`config.mk`:
```
export PLATFORM = sky130hd
export DESIGN_NAME = alarm_time_ctrl
export DESIGN_NICKNAME = d
export VERILOG_FILES = /design/src/rtl/alarm_time_ctrl.sv
export SDC_FILE = /design/constraint.sdc
export NUM_CORES = 1
export LEC_CHECK = 0
export ABC_CLOCK_PERIOD_IN_PS = 7900
export BUFFER_PORTS_ARGS = -buffer_cell sky130_fd_sc_hd__buf_2
export CORE_UTILIZATION = 40
export DETAILED_ROUTE_END_ITERATION = 8
export PLACE_DENSITY_LB_ADDON = 0.25
export SLEW_MARGIN = 40
export SYNTH_ARGS = -nofsm -noshare
export SYNTH_HDL_FRONTEND = slang
export SYNTH_SLANG_ARGS = --single-unit
```
`constraint.sdc`:
```
create_clock -name clk -period 7.9 [get_ports clk]
set_clock_uncertainty 0.1 [all_clocks]
set_input_delay 0.79 -clock clk [delete_from_list [all_inputs] [get_ports clk]]
set_output_delay 0.79 -clock clk [all_outputs]
set_load 0.01 [all_outputs]
```
`src/rtl/alarm_time_ctrl.sv`:
```
// alarm_time_ctrl: hh:mm:ss timekeeping, alarm setting and ring/snooze sequencer (snooze gated by ALARM_SNOOZE_EN).
module alarm_time_ctrl #(
  parameter int RING_SECS  = 60,
  parameter int SNOOZE_MIN = 5
) (
  input  logic       clk,
  input  logic       rst,
  input  logic       tick_1hz,
  input  logic       adjust,
  input  logic [3:0] en,
  input  logic       up,
  input  logic       down,
  input  logic       alarm_arm,
  input  logic       silence,
  input  logic       snooze,
  output logic [4:0] time_h,
  output logic [5:0] time_m,
  output logic [5:0] time_s,
  output logic [4:0] alarm_h,
  output logic [5:0] alarm_m,
  output logic       ringing,
  output logic       snoozing
);
  localparam int RW = $clog2(RING_SECS + 1);
`ifdef ALARM_SNOOZE_EN
  localparam int SW = $clog2(SNOOZE_MIN * 60 + 1);
  typedef enum logic [1:0] {IDLE, RING, SNOOZE} state_t;
  logic [SW-1:0] snz_cnt;
`else
  typedef enum logic {IDLE, RING} state_t;
`endif
  state_t state;
  logic [RW-1:0] ring_cnt;
  logic [4:0] h_n, ah_n;
  logic [5:0] m_n, s_n, am_n;
  logic acc, match;

  function automatic logic [4:0] step_h(input logic [4:0] v, input logic inc);
    return inc ? (v == 5'd23 ? 5'd0 : v + 5'd1) : (v == 5'd0 ? 5'd23 : v - 5'd1);
  endfunction

  function automatic logic [5:0] step_m(input logic [5:0] v, input logic inc);
    return inc ? (v == 6'd59 ? 6'd0 : v + 6'd1) : (v == 6'd0 ? 6'd59 : v - 6'd1);
  endfunction

  assign acc = adjust && (up ^ down) && $onehot(en);

  always_comb begin
    h_n  = time_h;
    m_n  = time_m;
    s_n  = time_s;
    ah_n = alarm_h;
    am_n = alarm_m;
    if (!adjust && tick_1hz) begin
      s_n = step_m(time_s, 1'b1);
      m_n = time_s == 6'd59 ? step_m(time_m, 1'b1) : time_m;
      h_n = (time_s == 6'd59 && time_m == 6'd59) ? step_h(time_h, 1'b1) : time_h;
    end else if (acc) begin
      h_n  = en[3] ? step_h(time_h, up) : time_h;
      m_n  = en[2] ? step_m(time_m, up) : time_m;
      s_n  = (en[3] || en[2]) ? 6'd0 : time_s;
      ah_n = en[1] ? step_h(alarm_h, up) : alarm_h;
      am_n = en[0] ? step_m(alarm_m, up) : alarm_m;
    end
  end

  // Compare against the time being written this edge so ringing rises with the :00 display.
  assign match = h_n == ah_n && m_n == am_n && s_n == 6'd0;

  always_ff @(posedge clk or posedge rst) begin
    if (rst) begin
      time_h   <= '0;
      time_m   <= '0;
      time_s   <= '0;
      alarm_h  <= '0;
      alarm_m  <= '0;
      state    <= IDLE;
      ring_cnt <= '0;
`ifdef ALARM_SNOOZE_EN
      snz_cnt  <= '0;
`endif
    end else begin
      time_h  <= h_n;
      time_m  <= m_n;
      time_s  <= s_n;
      alarm_h <= ah_n;
      alarm_m <= am_n;
      if (!alarm_arm || adjust) state <= IDLE;
      else if (state == IDLE) begin
        if (tick_1hz && match) begin
          state    <= RING;
          ring_cnt <= '0;
        end
      end else if (state == RING) begin
        if (silence) state <= IDLE;
`ifdef ALARM_SNOOZE_EN
        else if (snooze) begin
          state   <= SNOOZE;
          snz_cnt <= SW'(SNOOZE_MIN * 60);
        end
`endif
        else if (tick_1hz) begin
          if (ring_cnt == RW'(RING_SECS - 1)) state <= IDLE;
          else ring_cnt <= ring_cnt + RW'(1);
        end
      end
`ifdef ALARM_SNOOZE_EN
      else if (silence) state <= IDLE;
      else if (tick_1hz) begin
        if (snz_cnt == SW'(1)) begin
          state    <= RING;
          ring_cnt <= '0;
        end else snz_cnt <= snz_cnt - SW'(1);
      end
`endif
    end
  end

  assign ringing = state == RING;
`ifdef ALARM_SNOOZE_EN
  assign snoozing = state == SNOOZE;
`else
  logic unused_snooze;
  assign unused_snooze = snooze;
  assign snoozing = 1'b0;
`endif
endmodule
```
Word-level counts from Yosys, hierarchy flattened
Index checks and enable logic that the tools add are counted.
{"block": "word_totals", "register_bits": 35, "latch_bits": 0, "mem_bits_rw": 0, "romBits": 0, "output_inout_bits": 30, "wordCells": 93, "mem_count": 0}
{"block": "op_classes", "n_addsub": 13, "mul": 0, "n_div": 0, "order_cmp": 0, "eq_ne": 12, "n_shift": 0, "mux": 41, "bitwise": 2, "n_reduce_logical": 18}
{"cell": "two-way mux 6 bit", "n": 22}
{"cell": "two-way mux 5 bit", "n": 13}
{"cell": "adder 6 x 1 -> 6 bit (second input constant)", "n": 4}
{"cell": "== test 6 bit (second input constant)", "n": 4}
{"cell": "zero test 6 bit", "n": 3}
{"cell": "subtractor 6 x 1 -> 6 bit (second input constant)", "n": 2}
{"cell": "adder 5 x 1 -> 5 bit (second input constant)", "n": 2}
{"cell": "== test 5 bit (second input constant)", "n": 2}
{"cell": "zero test 5 bit", "n": 2}
{"cell": "subtractor 5 x 1 -> 5 bit (second input constant)", "n": 2}
{"cell": "logical AND 1 bit", "n": 7}
{"cell": "== test 6 bit", "n": 1}
{"cell": "two-way mux 1 bit", "n": 6}
{"cell": "inequality test 2 bit (second input constant)", "n": 3}
{"cell": "== test 5 bit", "n": 1}
{"cell": "AND reduction 5 bit", "n": 1}
{"cell": "adder 1 x 1 -> 2 bit", "n": 2}
{"cell": "adder 2 x 2 -> 3 bit", "n": 1}
{"cell": "== test 3 x 1 -> 1 bit (second input constant)", "n": 1}
{"cell": "zero test 1 bit", "n": 2}
{"cell": "logical OR 1 bit", "n": 2}
{"cell": "nonzero test 2 bit", "n": 1}
{"cell": "NOT 1 bit", "n": 1}
{"cell": "bitwise XOR 1 bit", "n": 1}

Longest topological paths before layout
{"block": "logic_depth", "depth_word": 13, "mapped_depth": 15, "depth_no_buf": 14}

Worst setup path after synthesis
Ideal clock, no wire load.
{"block": "synth_timing", "path_type": "in2reg", "startpoint": "input port en[0]", "endpoint": "register ring_cnt[3]", "setup_ns": 0.124, "t_arrival_ns": 4.196, "required_ns": 7.676, "path_slack_ns": 3.480, "cell_stages": 15, "path_cell_list": "inv_1 fa_1 inv_1 ha_1 ha_1 nand4bb_1 buf_1 nor3_2 nor3_1 a2111oi_0 o211ai_1 a2111oi_1 nand4_2 and2_1 a211o_1"}
{"block": "synth_between", "elab_chain_cells": 12, "elab_cells_between_ends": 23, "classes_between": "add/sub (2); eq/ne (3); mux (11); reduce/logical (7)"}
{"element": "start: declaration", "line": "10", "source": "input logic [3:0] en,"}
{"element": "adder 1 x 1 -> 2 bit (implied by the code)", "line": "46", "source": "assign acc = adjust && (up ^ down) && $onehot(en);"}
{"element": "adder 2 x 2 -> 3 bit (implied by the code)", "line": "46"}
{"element": "== test 3 x 1 -> 1 bit", "line": "46"}
{"element": "logical AND 1 bit", "line": "46"}
{"element": "two-way mux 6 bit / two-way mux 5 bit (equally long branches)", "line": "58", "source": "end else if (acc) begin"}
{"element": "two-way mux 6 bit / two-way mux 5 bit (equally long branches)", "line": "54", "source": "if (!adjust && tick_1hz) begin"}
{"element": "== test 6 bit / == test 5 bit (equally long branches)", "line": "68", "source": "assign match = h_n == ah_n && m_n == am_n && s_n == 6'd0;"}
{"element": "logical AND 1 bit", "line": "68"}
{"element": "logical AND 1 bit (*)", "line": "68"}
{"element": "logical AND 1 bit (*)", "line": "90", "source": "if (tick_1hz && match) begin"}
{"element": "nonzero test 2 bit (no line) (*)"}
{"element": "AND reduction 5 bit (no line) (*)"}
{"element": "end signal: assignment", "line": "104", "source": "else ring_cnt <= ring_cnt + RW'(1);"}
{"element": "end: declaration", "line": "33", "source": "logic [RW-1:0] ring_cnt;"}
Every way passes the cells marked *; elsewhere a longest branch is shown, timed or not.
A chain may end at the register's enable or synchronous reset.

Final worst setup path
{"block": "layout_timing", "startpoint": "input port en[0]", "endpoint": "register ring_cnt[4]"}
The elaborated chain is that of the path after synthesis.

==> summary.md <==
| Metric | Value |
|---|---|
| DIE AREA | 8591 µm² |
| Vias post-DR | 3199 |
| Crit-path slowest cell | a2111oi_1 |
| Count leader, synth | dfrtp_1 |
| Post-CTS Resized | 0 |
| Outcome | completed |
| Number of global-route vias before repair | 2950 |
| Overall Global Routing Usage | 0.2153 |
| DRC viols | 0 |
| CP endpoint kind | flip-flop |
| Reg2Reg Setup Slack | 4.04 ns |
| Row cnt | 32 |
| Kind of critical path | input pin to flip-flop |
| Synth warn | 0 |
| Fill cells | ~820 |
| Ys async rst share | 1.000 |
| Synth cell types | 85 |
| Setup crit end | ring_cnt[4] |
| Synth cell count leaders | dfrtp_1, inv_1, nand2_1, o21ai_0 |
| Num CTS Buffers | 5 |
| Diode count | 0 |
| Yosys reg bits | 35 |
| CTS root buf | clkbuf_8 |
| Unrepaired setup endpoints after global routing | false |
| Port Buffer Count | 40 |
| CP Data Required Time | ~8.0 ns |
| Critical Path Start | en[0] |
| CTS clk-pin slew, worst paths | 0.07 ns |
| First-pass GRT wire length | around 15000 µm |
| Crit Reg-Reg Endpoint | ring_cnt[4] |
| Class of the worst hold path | flip-flop to flip-flop |
| DRT antenna net count | 0 |
| Seq. cell area | about 880 µm² |
| DR vias/cell | 6.176 |
| DIE WIDTH | slightly above 90 µm |
| # clock sinks | 35 |
| GPL Wtd Cong | 0.8365 |
| Synthesized cell area | approximately 3300 µm² |
| Total global routing overflow | 0 |
| Worst r2r path cells | 9 |
| Leak Pwr | 1.529 nW |
| Area of the multi-input gates | 2202 µm² |
| Top-area cell type share of the netlist area | 0.2663 |
| Final Cycle Share | 0.6666 |
| Initial antenna violation count | 0 |
| Total power | 1.076 mW |
| Slew @ Worst Pin | just under 0.8 ns |
| Worst hold path cell count | 1 |
| Ys flop type | dfrtp_1 |
| Fmax | between 150 and 200 MHz |
| CP Data Arrival Time | ~5.4 ns |
| Number of synthesized flops with an enable pin | 0 |
| P per Cell Area | 300.0 nW/µm² |
| DR WL/cell | 17.48 µm |
| CP Max Fanout | 9 |
| Largest net degree at the start of global routing | 37 |
| Max Slew Vio Count | 0 |
| Postcts setup bufs | 0 |
| CP Cell Sequence | buf_2, inv_1, fa_1, inv_1, ha_1, ha_1, nand4bb_1, nor3_2, nor3_1, a2111oi_1, o211ai_1, a2111oi_1, nand4_2, a2111oi_0, a211o_1 |
| Post-Route WL | 9057 µm |
| MaxCap Viol Count | 0 |
| Crit Reg-Reg Startpoint | time_s[3] |
| Startpoint Class | input pin |
| Post-Route Setup TNS | 0 ns |
| Area after DPL | 3513 µm² |
| Final hold vios | 0 |
| Syn Inst Count | 393 |
| DP Cell Count | 512 |
| DRT Pass-1 Iters | 5 |
| CTS max path bufs | 2 |
| Core area | 7848 µm² |
| Initial core utilization | 0.4192 |
| Final Non-Filler Cells | 518 |
| Initial drt markers | about 330 |
| Slew HR | 0.4732 |
| Max IR drop VDD | about 0.12 mV |
| Area grow syn2layout | 9.053% |
| Final Cell Area | approximately 3600 µm² |
| # hold bufs at CTS | 0 |
| H-tree depth | 2 |
| # setup viols final | 0 |
| Mean Syn Cell Area | 8.370 µm² |
| Final-stage net count | 445 |
| Post-Syn Nets | 421 |
| Boundary pin count | 43 |
| Register area share after synthesis | 0.2663 |
| Synth area leader | dfrtp_1 |
| CTS tree | done |
| Max stage delay on crit path | 0.64 ns |
| Layout cells sized above 1 | 0.1731 |
| Tmin final | 5.266 ns |
| Worst skew pair latency | around 0.29 ns |
| Synth top area cells | dfrtp_1, ha_1, o21ai_0 |
| Detail Placement HPWL | 6555 µm |
| DIE HEIGHT | slightly above 90 µm |
[worst max-delay path: cells and delay by family]
family                     cells  cell delay [ns]
AOI/OAI and AO/OA              5             1.88
and+or+nand+nor                4             1.50
adders and majority gates      3             0.99
buffers and inverters          3             0.23
[through the flow]
step,setup slack (ns),hold WS [ns],utilization
after global routing,2.412,0.4525,0.4571
final,2.634,0.4285,0.4571
after floorplan,3.480,0.3896,-
after detailed placement,2.316,0.4240,0.4477
after CTS,2.607,0.4386,0.4570
after global placement,2.434,0.4059,0.4477
[power breakdown]
part           leakage, nW  internal [mW]  switching (mW)  total (mW)
logic                 1.06          0.252           0.324       0.576
registers            0.429          0.237           0.140       0.378
clock network       0.0371         0.0588          0.0636       0.122
[cell families (layout without fill, tap and decap cells)]
group,Yosys count,count (layout),synth area share
xor gates and xnor gates,13,13,0.04375
AOI/OAI and AO/OA,118,118,0.2659
buffers and inverters,50,73,0.06466
muxes,9,9,0.02777
adders and majority gates,15,15,0.05934
other,1,1,0.001140
DFF,35,35,0.2663
and+or+nand+nor,152,152,0.2712
[metal layers]
layer	GRT usage	share of wire
met3	0.03366	0.043
met1	0.3095	0.49
met2	0.3370	0.46
met4	0.05256	0.010
met5	0	0
[layout by cell type (no fill, tap or decap), types with 9 or more instances in the layout]
cell	synthesis	layout
buf_2	8	40
dfrtp_1	35	35
inv_1	25	25
nand2_1	24	24
o21ai_0	22	22
nor3_1	19	19
nand3_1	19	19
nor2_1	18	18
a21oi_1	14	14
ha_1	14	14
nor4_1	10	10
xor2_1	9	9
[layout make-up]
class	count	share of cell area
clock buffer	6	0.02023
inverter	25	0.02616
multi-input combinational	308	0.6139
sequential	35	0.2442
tap	102	0.03558
timing repair buffer	42	0.05999
[registers in the layout (all words and copies together), names as in the netlist]
signal and count:
time_m 6, time_h 5, ring_cnt 6, alarm_m 6, time_s 6, ringing 1, alarm_h 5
[worst min path at each step]
stage                       end   startpoint
global placement    ring_cnt[4]  ring_cnt[4]
finish              ring_cnt[0]  ring_cnt[0]
CTS                 ring_cnt[0]  ring_cnt[0]
floorplan           ring_cnt[0]  ring_cnt[0]
detailed placement  ring_cnt[4]  ring_cnt[4]
global route        ring_cnt[4]  ring_cnt[4]
(Power assumes the default switching activity.)
